`config.mk`:
```
export PLATFORM = sky130hd
export DESIGN_NAME = time_config_ctrl
export DESIGN_NICKNAME = d
export VERILOG_FILES = /design/src/rtl/time_config_ctrl_pkg.sv /design/src/rtl/time_config_ctrl_bcd_pair_adj.sv /design/src/rtl/time_config_ctrl.sv
export SDC_FILE = /design/constraint.sdc
export NUM_CORES = 1
export LEC_CHECK = 0
export CAP_MARGIN = 20
export CORE_MARGIN = 5
export CORE_UTILIZATION = 25
export CTS_CLUSTER_DIAMETER = 60
export DETAILED_ROUTE_END_ITERATION = 16
export MAX_ROUTING_LAYER = met4
export SYNTH_ARGS = -nofsm -noshare
export SYNTH_HDL_FRONTEND = slang
export SYNTH_HIERARCHICAL = 1
export SYNTH_SLANG_ARGS = --single-unit
```
`constraint.sdc`:
```
create_clock -name clock -period 5.39 [get_ports clock]
set_clock_uncertainty 0.15 [all_clocks]
set_input_delay 0.8085 -clock clock [delete_from_list [all_inputs] [get_ports clock]]
set_output_delay 0.8085 -clock clock [all_outputs]
set_load 0.05 [all_outputs]
```
`src/rtl/time_config_ctrl_pkg.sv`:
```
// Shared definitions for the time/date configuration controller: state codes,
// BCD field limits and cursor width.
package time_config_ctrl_pkg;

    localparam int CUR_W = 2;

    typedef enum logic [2:0] {
        NORMAL    = 3'b000,
        CFG_TIME  = 3'b001,
        CFG_DATE  = 3'b010,
        CFG_TIMER = 3'b011,
        WRITE     = 3'b100
    } state_e;

    localparam logic [7:0] HOUR_MIN   = 8'h00;
    localparam logic [7:0] HOUR_MAX   = 8'h23;
    localparam logic [7:0] MINSEC_MIN = 8'h00;
    localparam logic [7:0] MINSEC_MAX = 8'h59;
    localparam logic [7:0] DAY_MIN    = 8'h01;
    localparam logic [7:0] DAY_MAX    = 8'h31;
    localparam logic [7:0] MONTH_MIN  = 8'h01;
    localparam logic [7:0] MONTH_MAX  = 8'h12;
    localparam logic [7:0] YEAR_MIN   = 8'h00;
    localparam logic [7:0] YEAR_MAX   = 8'h99;

    localparam logic [23:0] TIME_RST  = 24'h000000;
    localparam logic [23:0] DATE_RST  = 24'h010100;
    localparam logic [23:0] TIMER_RST = 24'h000000;

    // Returns {min, max} of the pair the cursor points at in the given state.
    function automatic logic [15:0] field_limits(input state_e st, input logic [CUR_W-1:0] cur);
        logic [15:0] lim;
        lim = {HOUR_MIN, HOUR_MAX};
        if (st == CFG_DATE) begin
            case (cur)
                2'd0:    lim = {DAY_MIN, DAY_MAX};
                2'd1:    lim = {MONTH_MIN, MONTH_MAX};
                default: lim = {YEAR_MIN, YEAR_MAX};
            endcase
        end else if (cur != '0) begin
            lim = {MINSEC_MIN, MINSEC_MAX};
        end
        return lim;
    endfunction

endpackage

```
`src/rtl/time_config_ctrl_bcd_pair_adj.sv`:
```
// Combinational +/-1 on a two-digit BCD value, wrapping between min and max.
// Simultaneous inc and dec leave the value unchanged.
module bcd_pair_adj (
    input  logic [7:0] val,
    input  logic [7:0] min_val,
    input  logic [7:0] max_val,
    input  logic       inc,
    input  logic       dec,
    output logic [7:0] result
);

    always_comb begin
        result = val;
        if (inc && !dec) begin
            if (val >= max_val) begin
                result = min_val;
            end else if (val[3:0] == 4'd9) begin
                result = {val[7:4] + 4'd1, 4'd0};
            end else begin
                result = {val[7:4], val[3:0] + 4'd1};
            end
        end else if (dec && !inc) begin
            if (val <= min_val) begin
                result = max_val;
            end else if (val[3:0] == 4'd0) begin
                result = {val[7:4] - 4'd1, 4'd9};
            end else begin
                result = {val[7:4], val[3:0] - 4'd1};
            end
        end
    end

endmodule

```
`src/rtl/time_config_ctrl.sv`:
```
// Clock/date configuration controller: mirrors the RTC in NORMAL, lets the user
// edit time/date/timer pairs, then writes back. Optional timer editing: TIMER_CFG_EN.
module time_config_ctrl
    import time_config_ctrl_pkg::*;
(
    input  logic        clock,
    input  logic        reset,
    input  logic        btn_mode,
    input  logic        btn_up,
    input  logic        btn_down,
    input  logic        btn_left,
    input  logic        btn_right,
    input  logic        fmt_toggle,
    input  logic [23:0] rtc_time_bcd,
    input  logic [23:0] rtc_date_bcd,
    input  logic        rtc_valid,
    input  logic        wr_ack,
    output logic [23:0] time_bcd,
    output logic [23:0] date_bcd,
    output logic [23:0] timer_bcd,
    output logic        AM_PM,
    output logic        formato_hora,
    output logic [2:0]  config_mode,
    output logic [1:0]  cursor_location,
    output logic        wr_req,
    output logic [23:0] wr_time_bcd,
    output logic [23:0] wr_date_bcd
);

    state_e             state_q, state_d;
    logic [CUR_W-1:0]   cursor_q, cursor_d;
    logic [23:0]        time_q, time_d, date_q, date_d, timer_q, timer_d;
    logic               fmt_q, fmt_d, am_pm_q, am_pm_d, wr_req_q, wr_req_d;
    logic [23:0]        wr_time_q, wr_date_q;

    logic [23:0]        sel_word, adj_word;
    logic [7:0]         sel_pair, adj_pair;
    logic [15:0]        lim;

    function automatic logic [7:0] to_12h(input logic [7:0] hh);
        logic [7:0] r;
        r = hh;
        if (hh == 8'h00) begin
            r = 8'h12;
        end else if (hh == 8'h20 || hh == 8'h21) begin
            r = hh - 8'h18;
        end else if (hh >= 8'h13) begin
            r = hh - 8'h12;
        end
        return r;
    endfunction

    always_comb begin
        state_d  = state_q;
        wr_req_d = 1'b0;
        case (state_q)
            NORMAL:   if (btn_mode) state_d = CFG_TIME;
            CFG_TIME: if (btn_mode) state_d = CFG_DATE;
`ifdef TIMER_CFG_EN
            CFG_DATE:  if (btn_mode) state_d = CFG_TIMER;
            CFG_TIMER: if (btn_mode) state_d = WRITE;
`else
            CFG_DATE:  if (btn_mode) state_d = WRITE;
`endif
            WRITE: begin
                // First WRITE cycle raises the request; ack only counts once it is up.
                if (wr_req_q && wr_ack) begin
                    state_d = NORMAL;
                end else begin
                    wr_req_d = 1'b1;
                end
            end
            default: state_d = NORMAL;
        endcase
    end

    always_comb begin
        sel_word = time_q;
        case (state_q)
            CFG_DATE:  sel_word = date_q;
            CFG_TIMER: sel_word = timer_q;
            default:   ;
        endcase
        case (cursor_q)
            2'd0:    sel_pair = sel_word[23:16];
            2'd1:    sel_pair = sel_word[15:8];
            default: sel_pair = sel_word[7:0];
        endcase
        lim = field_limits(state_q, cursor_q);
    end

    bcd_pair_adj u_adj (
        .val     (sel_pair),
        .min_val (lim[15:8]),
        .max_val (lim[7:0]),
        .inc     (btn_up & ~btn_mode),
        .dec     (btn_down & ~btn_mode),
        .result  (adj_pair)
    );

    always_comb begin
        adj_word = sel_word;
        case (cursor_q)
            2'd0:    adj_word[23:16] = adj_pair;
            2'd1:    adj_word[15:8]  = adj_pair;
            default: adj_word[7:0]   = adj_pair;
        endcase

        time_d  = time_q;
        date_d  = date_q;
        timer_d = timer_q;
        case (state_q)
            NORMAL: begin
                if (rtc_valid) begin
                    time_d = rtc_time_bcd;
                    date_d = rtc_date_bcd;
                end
            end
            CFG_TIME: time_d = adj_word;
            CFG_DATE: date_d = adj_word;
`ifdef TIMER_CFG_EN
            CFG_TIMER: timer_d = adj_word;
`endif
            default: ;
        endcase

        cursor_d = cursor_q;
        if (state_d != state_q) begin
            cursor_d = '0;
        end else if (!btn_mode && (btn_right ^ btn_left)) begin
            if (btn_right) begin
                cursor_d = (cursor_q == CUR_W'(2)) ? '0 : cursor_q + 1'b1;
            end else begin
                cursor_d = (cursor_q == '0) ? CUR_W'(2) : cursor_q - 1'b1;
            end
        end

        fmt_d   = fmt_q ^ fmt_toggle;
        am_pm_d = (time_d[23:16] >= 8'h12);
    end

    always_ff @(posedge clock or posedge reset) begin
        if (reset) begin
            state_q  <= NORMAL;
            cursor_q <= '0;
            time_q   <= TIME_RST;
            date_q   <= DATE_RST;
            timer_q  <= TIMER_RST;
            fmt_q    <= 1'b0;
            am_pm_q  <= 1'b0;
            wr_req_q <= 1'b0;
        end else begin
            state_q  <= state_d;
            cursor_q <= cursor_d;
            time_q   <= time_d;
            date_q   <= date_d;
            timer_q  <= timer_d;
            fmt_q    <= fmt_d;
            am_pm_q  <= am_pm_d;
            wr_req_q <= wr_req_d;
        end
    end

    // Time/date cannot change in WRITE, so tracking them keeps the payload stable.
    always_ff @(posedge clock) begin
        wr_time_q <= time_q;
        wr_date_q <= date_q;
    end

    assign time_bcd        = {fmt_q ? to_12h(time_q[23:16]) : time_q[23:16], time_q[15:0]};
    assign date_bcd        = date_q;
    assign timer_bcd       = timer_q;
    assign AM_PM           = am_pm_q;
    assign formato_hora    = fmt_q;
    assign config_mode     = state_q;
    assign cursor_location = cursor_q;
    assign wr_req          = wr_req_q;
    assign wr_time_bcd     = wr_time_q;
    assign wr_date_bcd     = wr_date_q;

endmodule

```
==> results of run 1 <==
[cell type report]
class | instances | area [µm²] | share of cell area (%)
clock inverters | 5 | 41.3 | 0.498
inverters | 33 | 124 | 1.50
clock buffers | 11 | 243 | 2.93
repair buffers | 189 | 1830 | 22.1
multi-input cells | 505 | 3270 | 39.5
flip-flops and latches | 104 | 2360 | 28.5
well taps | 324 | 405 | 4.89
[path summary, 6_finish.rpt]
| kind | from | end | slack [ps] | cells past startpoint |
|---|---|---|---|---|
| worst min-delay path | date_bcd[5] | wr_date_bcd[5] | 280 | 0 |
| worst max register to register | cursor_location[1] | AM_PM | 360 | 17 |
| min in group asynchronous | reset | time_q[23] | 850 | 3 |
| max in group asynchronous | reset | time_q[8] | 3750 | 3 |
| worst min register to register | date_bcd[5] | wr_date_bcd[5] | 280 | 0 |
| worst max-delay path | cursor_location[1] | AM_PM | 360 | 17 |
[layout by cell type (no fill, tap or decap), types with 3 or more instances in the layout]
cell type	instances
a21o_1	9
a211o_1	3
mux2i_1	25
inv_1	31
buf_4	27
clkbuf_16	9
nor2_1	30
a22oi_1	22
a221o_1	5
xnor2_1	9
ha_1	25
o21ai_0	52
nand2b_1	9
a211oi_1	34
nand4_1	3
clkdlybuf4s50_1	161
o221a_2	4
a31oi_1	5
nor3_1	12
clkinvlp_4	4
conb_1	38
or2_2	4
nor3b_1	6
dfrtp_1	54
nand2_1	67
nor2b_1	28
o22ai_1	8
dfxtp_1	48
nand3_1	3
o21ai_1	5
mux2_2	6
a21oi_1	45
[worst register-to-register path, cell delays in order, from the launching register on]
cell,delay (ps)
dfrtp_1,430
inv_1,110
ha_1,350
or2_2,410
nor2_1,90
a221o_1,310
ha_1,310
a21oi_1,60
o21ai_0,200
nor2b_1,330
nor2_1,140
a211oi_1,280
o21ai_0,170
or4b_4,520
o221ai_2,220
o32ai_1,130
a211o_1,290
a2111o_1,420
[per-layer routing]
layer  GRT usage [%]  vias up  share of wire [%]
li1                -     2696                  -
met1            18.9     2641                 45
met2            24.0      165                 49
met3            1.74       25                5.0
met4            3.95        0                1.7
met5               -        -                  0
[kinds of logic (layout without fill, tap and decap cells)]
group           count (synthesis)  count (layout)  share of synthesized area, %
compound gates                219             219                          23.7
simple gates                  181             181                          15.2
buf+inv                       120             238                          10.4
flops                         104             104                          38.7
mux                            32              32                          5.38
fa+ha+maj                      25              25                          5.11
xor+xnor                       10              10                          1.43
other cells                     1              38                        0.0613
[flip-flops by register name, indices dropped and copies added (netlist names)]
| name | cells |
|---|---|
| wr_date_bcd | 24 |
| date_bcd | 24 |
| time_q | 24 |
| wr_time_bcd | 24 |
| wr_req | 1 |
| formato_hora | 1 |
| config_mode | 3 |
| cursor_location | 2 |
| AM_PM | 1 |
[through the flow]
step | instance area, µm² | setup slack (ps)
after floorplan | 6260 | 39.4
after global placement | 8000 | 423
after detailed placement | 8000 | 400
after CTS | 8280 | 339
after global routing | 8280 | 45.7
final | 8280 | 357
==> metrics.txt, run 1 <==
# TYPE chip_impl_metric gauge
chip_impl_metric{name="layout.filler_cells",unit=""} 2468
chip_impl_info{name="top_family_by_delay_on_critical_path",value="compound AO/OA/AOI/OAI gates"} 1
chip_impl_metric{name="critPathArrivalTime",unit="ps"} 5100
chip_impl_info{name="endpoint_kind",value="register"} 1
chip_impl_metric{name="cap_viol_max_count",unit=""} 0
chip_impl_metric{name="ioPinCount",unit=""} 186
chip_impl_metric{name="setup_viol_count_final",unit=""} 0
chip_impl_metric{name="max_slew.worst_pin.slew",unit="ps"} 890
chip_impl_metric{name="gpl.final_weighted_congestion",unit=""} 0.909
chip_impl_metric{name="post-route-period-util",unit="%"} 93.4
chip_impl_metric{name="ctsLongestPathBuffers",unit=""} 2
chip_impl_metric{name="cp_data_required_time",unit="ps"} 5450
chip_impl_metric{name="firstDrtPassIters",unit=""} 5
chip_impl_metric{name="synthesis.area_per_instance",unit="µm²"} 8.84
chip_impl_metric{name="worst_path_largest_cell_delay",unit="ps"} 520
chip_impl_metric{name="route.detailed.vias_per_inst",unit=""} 4.72
chip_impl_metric{name="proportion_of_register_bits_with_asynchronous_set_or_reset_after_synthesis",unit="%"} 53.8
chip_impl_metric{name="wl_cell",unit="µm"} 17.5
chip_impl_info{name="synth_top_cells_by_area",value="dfrtp_1, dfxtp_1, ha_1, buf_4, o21ai_0"} 1
chip_impl_metric{name="dpl.cell_count",unit=""} 1155
chip_impl_metric{name="number_of_cts_inserted_buffers",unit=""} 9
chip_impl_info{name="yosys.cell_count.top_type",value="nand2_1"} 1
chip_impl_metric{name="synth.cell_area",unit="µm²"} 6120
chip_impl_metric{name="overflow",unit=""} 0
chip_impl_info{name="postSynth.topFlopCell",value="dfrtp_1"} 1
chip_impl_metric{name="num_vias",unit=""} 5527
chip_impl_metric{name="layout-area-overhead-vs-synth",unit="%"} 35.4
chip_impl_metric{name="grt_antenna_before_repair",unit=""} 0
chip_impl_info{name="grt_setup_unrepaired",value="no"} 1
chip_impl_metric{name="numPortBuffers",unit=""} 161
chip_impl_metric{name="antenna-diode-count",unit=""} 0
chip_impl_metric{name="post_cts_hold_buffer_count",unit=""} 0
chip_impl_metric{name="final_critical_period",unit="ps"} 5030
chip_impl_metric{name="fmax",unit="MHz"} 199
chip_impl_metric{name="synthDistinctLibCells",unit=""} 73
chip_impl_metric{name="number_of_global_route_vias_before_repair",unit=""} 5391
chip_impl_info{name="worstHoldPathType",value="register to register"} 1
chip_impl_metric{name="clkSinkCount",unit=""} 104
chip_impl_metric{name="dp_hpwl",unit="µm"} 15900
chip_impl_metric{name="grt_usage",unit="%"} 14.5
chip_impl_metric{name="synth_sequential_area_ratio",unit="%"} 38.7
chip_impl_metric{name="postRouteAntennaNets",unit=""} 0
chip_impl_metric{name="core_area",unit="µm²"} 24200
chip_impl_metric{name="gate_count_after_technology_mapping",unit=""} 692
chip_impl_info{name="critical_path_class",value="register to register"} 1
chip_impl_metric{name="total_routed_wirelength",unit="µm"} 20500
chip_impl_metric{name="layout_nets",unit=""} 925
chip_impl_metric{name="global_route_wire_length_before_repair",unit="µm"} 31800
chip_impl_metric{name="cp_max_fo",unit=""} 17
chip_impl_metric{name="finalNonFillerCells",unit=""} 1171
chip_impl_metric{name="critPathBufInv",unit=""} 1
chip_impl_metric{name="cts_htree_levels",unit=""} 3
chip_impl_info{name="status",value="complete, no violations"} 1
chip_impl_metric{name="timing.max_slew.rel_slack",unit="%"} 40.5
chip_impl_metric{name="cts.clk_slew.worst_paths",unit="ps"} 80
chip_impl_info{name="start_kind",value="register"} 1
chip_impl_metric{name="synth_top_area_share",unit="%"} 22.1
chip_impl_metric{name="fin_worst_hold_slack",unit="ps"} 282
chip_impl_metric{name="drc",unit=""} 0
chip_impl_metric{name="ys_ff_latch",unit=""} 104
chip_impl_info{name="cts_root_cell",value="clkbuf_16"} 1
chip_impl_metric{name="dr.first_iter.drc_count",unit=""} 320
chip_impl_metric{name="clkLatencyLatePin",unit="ps"} 340
chip_impl_metric{name="rows",unit=""} 57
chip_impl_metric{name="initial_utilization",unit="%"} 25.3
chip_impl_metric{name="cts_resized",unit=""} 0
chip_impl_metric{name="timing_hold_violations_final",unit=""} 0
chip_impl_info{name="tritoncts",value="done"} 1
chip_impl_metric{name="dieHeight",unit="µm"} 166
chip_impl_metric{name="final.setup.tns",unit="ps"} 0
chip_impl_metric{name="floorplan.die_area",unit="µm²"} 27700
chip_impl_info{name="worstPathCellList",value="inv_1 > ha_1 > or2_2 > nor2_1 > a221o_1 > ha_1 > a21oi_1 > o21ai_0 > nor2b_1 > nor2_1 > a211oi_1 > o21ai_0 > or4b_4 > o221ai_2 > o32ai_1 > a211o_1 > a2111o_1"} 1
chip_impl_info{name="timing.critical_path.slowest_stage_cell",value="or4b_4"} 1
chip_impl_metric{name="ys_warn_count",unit=""} 6
chip_impl_metric{name="die-width",unit="µm"} 166
chip_impl_metric{name="maxSlewViolCount",unit=""} 0
chip_impl_info{name="synthTopCellsByCount",value="nand2_1, dfrtp_1, o21ai_0"} 1
chip_impl_metric{name="maximum_number_of_pins_on_one_net_before_global_route_repair",unit=""} 60
chip_impl_metric{name="post_route_cells_drive_above_1_share",unit="%"} 9.09
chip_impl_metric{name="synth-edff-count",unit=""} 0
chip_impl_metric{name="post_cts.repair.setup_buffers",unit=""} 0
chip_impl_metric{name="postLayoutCoreUtil",unit="%"} 34.3
chip_impl_info{name="synth_top_area_cell",value="dfrtp_1"} 1
Power of run 1 is left out: the tool's default activity adds up to more than one toggle a clock period on the data nets, which glitch-free logic cannot reach.
==> inputs of run 2 (changes only) <==
--- a/config.mk
+++ b/config.mk
@@ -5,7 +5,7 @@
 export SDC_FILE = /design/constraint.sdc
 export NUM_CORES = 1
 export LEC_CHECK = 0
-export CAP_MARGIN = 20
+export CORE_ASPECT_RATIO = 0.75
 export CORE_MARGIN = 5
 export CORE_UTILIZATION = 25
 export CTS_CLUSTER_DIAMETER = 60
==> run 2 against run 1 <==
Against the previous run:
- utilization is 0.31 points higher
- global-route usage rose by 1.5 points
- critical path depth increased by 2
- via count increased by 2.5%
- register-to-register slack got worse by 20 ps
==> metrics.txt, run 2 (synthesized netlist as in run 1, its figures left out) <==
# TYPE chip_impl_metric gauge
chip_impl_metric{name="maximum_number_of_pins_on_one_net_before_global_route_repair",unit=""} 60
chip_impl_metric{name="post-route-period-util",unit="%"} 93.8
chip_impl_metric{name="post_cts_hold_buffer_count",unit=""} 0
chip_impl_metric{name="maxSlewViolCount",unit=""} 0
chip_impl_metric{name="post_cts.repair.setup_buffers",unit=""} 0
chip_impl_metric{name="dp_hpwl",unit="µm"} 16800
chip_impl_metric{name="critPathArrivalTime",unit="ps"} 5150
chip_impl_metric{name="antenna-diode-count",unit=""} 0
chip_impl_metric{name="global_route_wire_length_before_repair",unit="µm"} 33600
chip_impl_metric{name="cts.clk_slew.worst_paths",unit="ps"} 70
chip_impl_metric{name="minimum_setup_slack_among_reg_to_reg_paths",unit="ps"} 340
chip_impl_metric{name="dieHeight",unit="µm"} 145
chip_impl_info{name="tritoncts",value="done"} 1
chip_impl_metric{name="core_area",unit="µm²"} 24000
chip_impl_info{name="status",value="complete, no violations"} 1
chip_impl_info{name="grt_setup_unrepaired",value="no"} 1
chip_impl_metric{name="cp_data_required_time",unit="ps"} 5490
chip_impl_metric{name="firstDrtPassIters",unit=""} 5
chip_impl_metric{name="layout_nets",unit=""} 928
chip_impl_metric{name="drc",unit=""} 0
chip_impl_metric{name="route.detailed.vias_per_inst",unit=""} 4.80
chip_impl_metric{name="num_vias",unit=""} 5665
chip_impl_metric{name="wl_cell",unit="µm"} 18.6
chip_impl_info{name="most_common_library_cell_in_the_layout_ignoring_fill_and_taps",value="clkdlybuf4s50_1"} 1
chip_impl_metric{name="initial_utilization",unit="%"} 25.4
chip_impl_metric{name="cap_viol_max_count",unit=""} 0
chip_impl_metric{name="dr.first_iter.drc_count",unit=""} 455
chip_impl_info{name="worstHoldPathType",value="register to register"} 1
chip_impl_metric{name="grt_antenna_before_repair",unit=""} 0
chip_impl_metric{name="die-width",unit="µm"} 191
chip_impl_metric{name="fmax",unit="MHz"} 198
chip_impl_metric{name="ioPinCount",unit=""} 186
chip_impl_metric{name="postRouteAntennaNets",unit=""} 0
chip_impl_metric{name="cts_htree_levels",unit=""} 3
chip_impl_metric{name="ctsLongestPathBuffers",unit=""} 2
chip_impl_metric{name="clkLatencyLatePin",unit="ps"} 370
chip_impl_metric{name="cp_max_fo",unit=""} 12
chip_impl_metric{name="cts_resized",unit=""} 0
chip_impl_metric{name="rows",unit=""} 49
chip_impl_metric{name="floorplan.die_area",unit="µm²"} 27700
chip_impl_metric{name="layout-area-overhead-vs-synth",unit="%"} 35.9
chip_impl_metric{name="numPortBuffers",unit=""} 161
chip_impl_info{name="most-common-layout-cells",value="clkdlybuf4s50_1, nand2_1, dfrtp_1, o21ai_0, dfxtp_1"} 1
chip_impl_metric{name="overflow",unit=""} 0
chip_impl_metric{name="grt_usage",unit="%"} 16.0
chip_impl_metric{name="number_of_global_route_vias_before_repair",unit=""} 5509
chip_impl_info{name="start_kind",value="register"} 1
chip_impl_metric{name="setup_viol_count_final",unit=""} 0
chip_impl_metric{name="gpl.final_weighted_congestion",unit=""} 0.910
chip_impl_metric{name="hold-path-cell-count",unit=""} 0
chip_impl_metric{name="timing.max_slew.rel_slack",unit="%"} 41.3
chip_impl_metric{name="reg2reg_depth",unit=""} 19
chip_impl_info{name="critical_path_class",value="register to register"} 1
chip_impl_metric{name="max_slew.worst_pin.slew",unit="ps"} 880
chip_impl_metric{name="final.setup.tns",unit="ps"} 0
chip_impl_info{name="endpoint_kind",value="register"} 1
chip_impl_metric{name="number_of_cts_inserted_buffers",unit=""} 9
chip_impl_metric{name="final_critical_period",unit="ps"} 5050
chip_impl_metric{name="total_routed_wirelength",unit="µm"} 22000
chip_impl_metric{name="timing_hold_violations_final",unit=""} 0
chip_impl_info{name="cts_root_cell",value="clkbuf_16"} 1
chip_impl_metric{name="clkSinkCount",unit=""} 104
chip_impl_metric{name="post_route_cells_drive_above_1_share",unit="%"} 9.76
==> run 2: critical path: stages, from the launching register on <==
cell,delay (ps)
dfrtp_1,450
inv_1,110
ha_2,360
nor2_1,170
a22oi_1,310
o21ai_0,200
buf_4,210
ha_1,270
nand2_1,50
o21ai_1,220
a21oi_1,200
buf_4,220
o32ai_1,250
a21o_1,120
o21ai_0,140
or4b_4,510
o221ai_2,200
o21ai_1,100
a211o_1,300
a2111o_1,390
==> run 2: final timing paths <==
path                                    to                from
max in group asynchronous       time_q[19]               reset
min reg2reg                wr_date_bcd[10]        date_bcd[10]
min                        wr_date_bcd[10]        date_bcd[10]
max reg2reg                          AM_PM  cursor_location[0]
max                                  AM_PM  cursor_location[0]
min in group asynchronous       time_q[11]               reset
==> run 2: per-layer routing <==
layer  track usage (%)  wire (µm)
met1              23.4      10900
met2              22.4       9130
met3              4.15       1800
met4              2.76        146
met5                 -          0
==> run 2: stage by stage <==
step                setup slack (ps)  std cells  hold slack [ps]  cell area, µm²  util (%)
floorplan                       39.4        729              195            6260         -
global placement                 304       1165              272            8030      33.4
detailed placement               226       1165              276            8030      33.4
CTS                              192       1181              290            8300      34.5
global route                    88.3       1181              295            8310      34.6
finish                           337       1181              284            8310      34.6
==> run 2: cell type report <==
type                            count  area [µm²]
Clock inverter                      6        43.8
Clock buffer                       10         229
Fill cell                        2576       15700
Timing Repair Buffer              192        1860
Tap cell                          331         414
Multi-Input combinational cell    505        3280
Sequential cell                   104        2360
Inverter                           33         124
Power of run 2 is left out for the same reason.
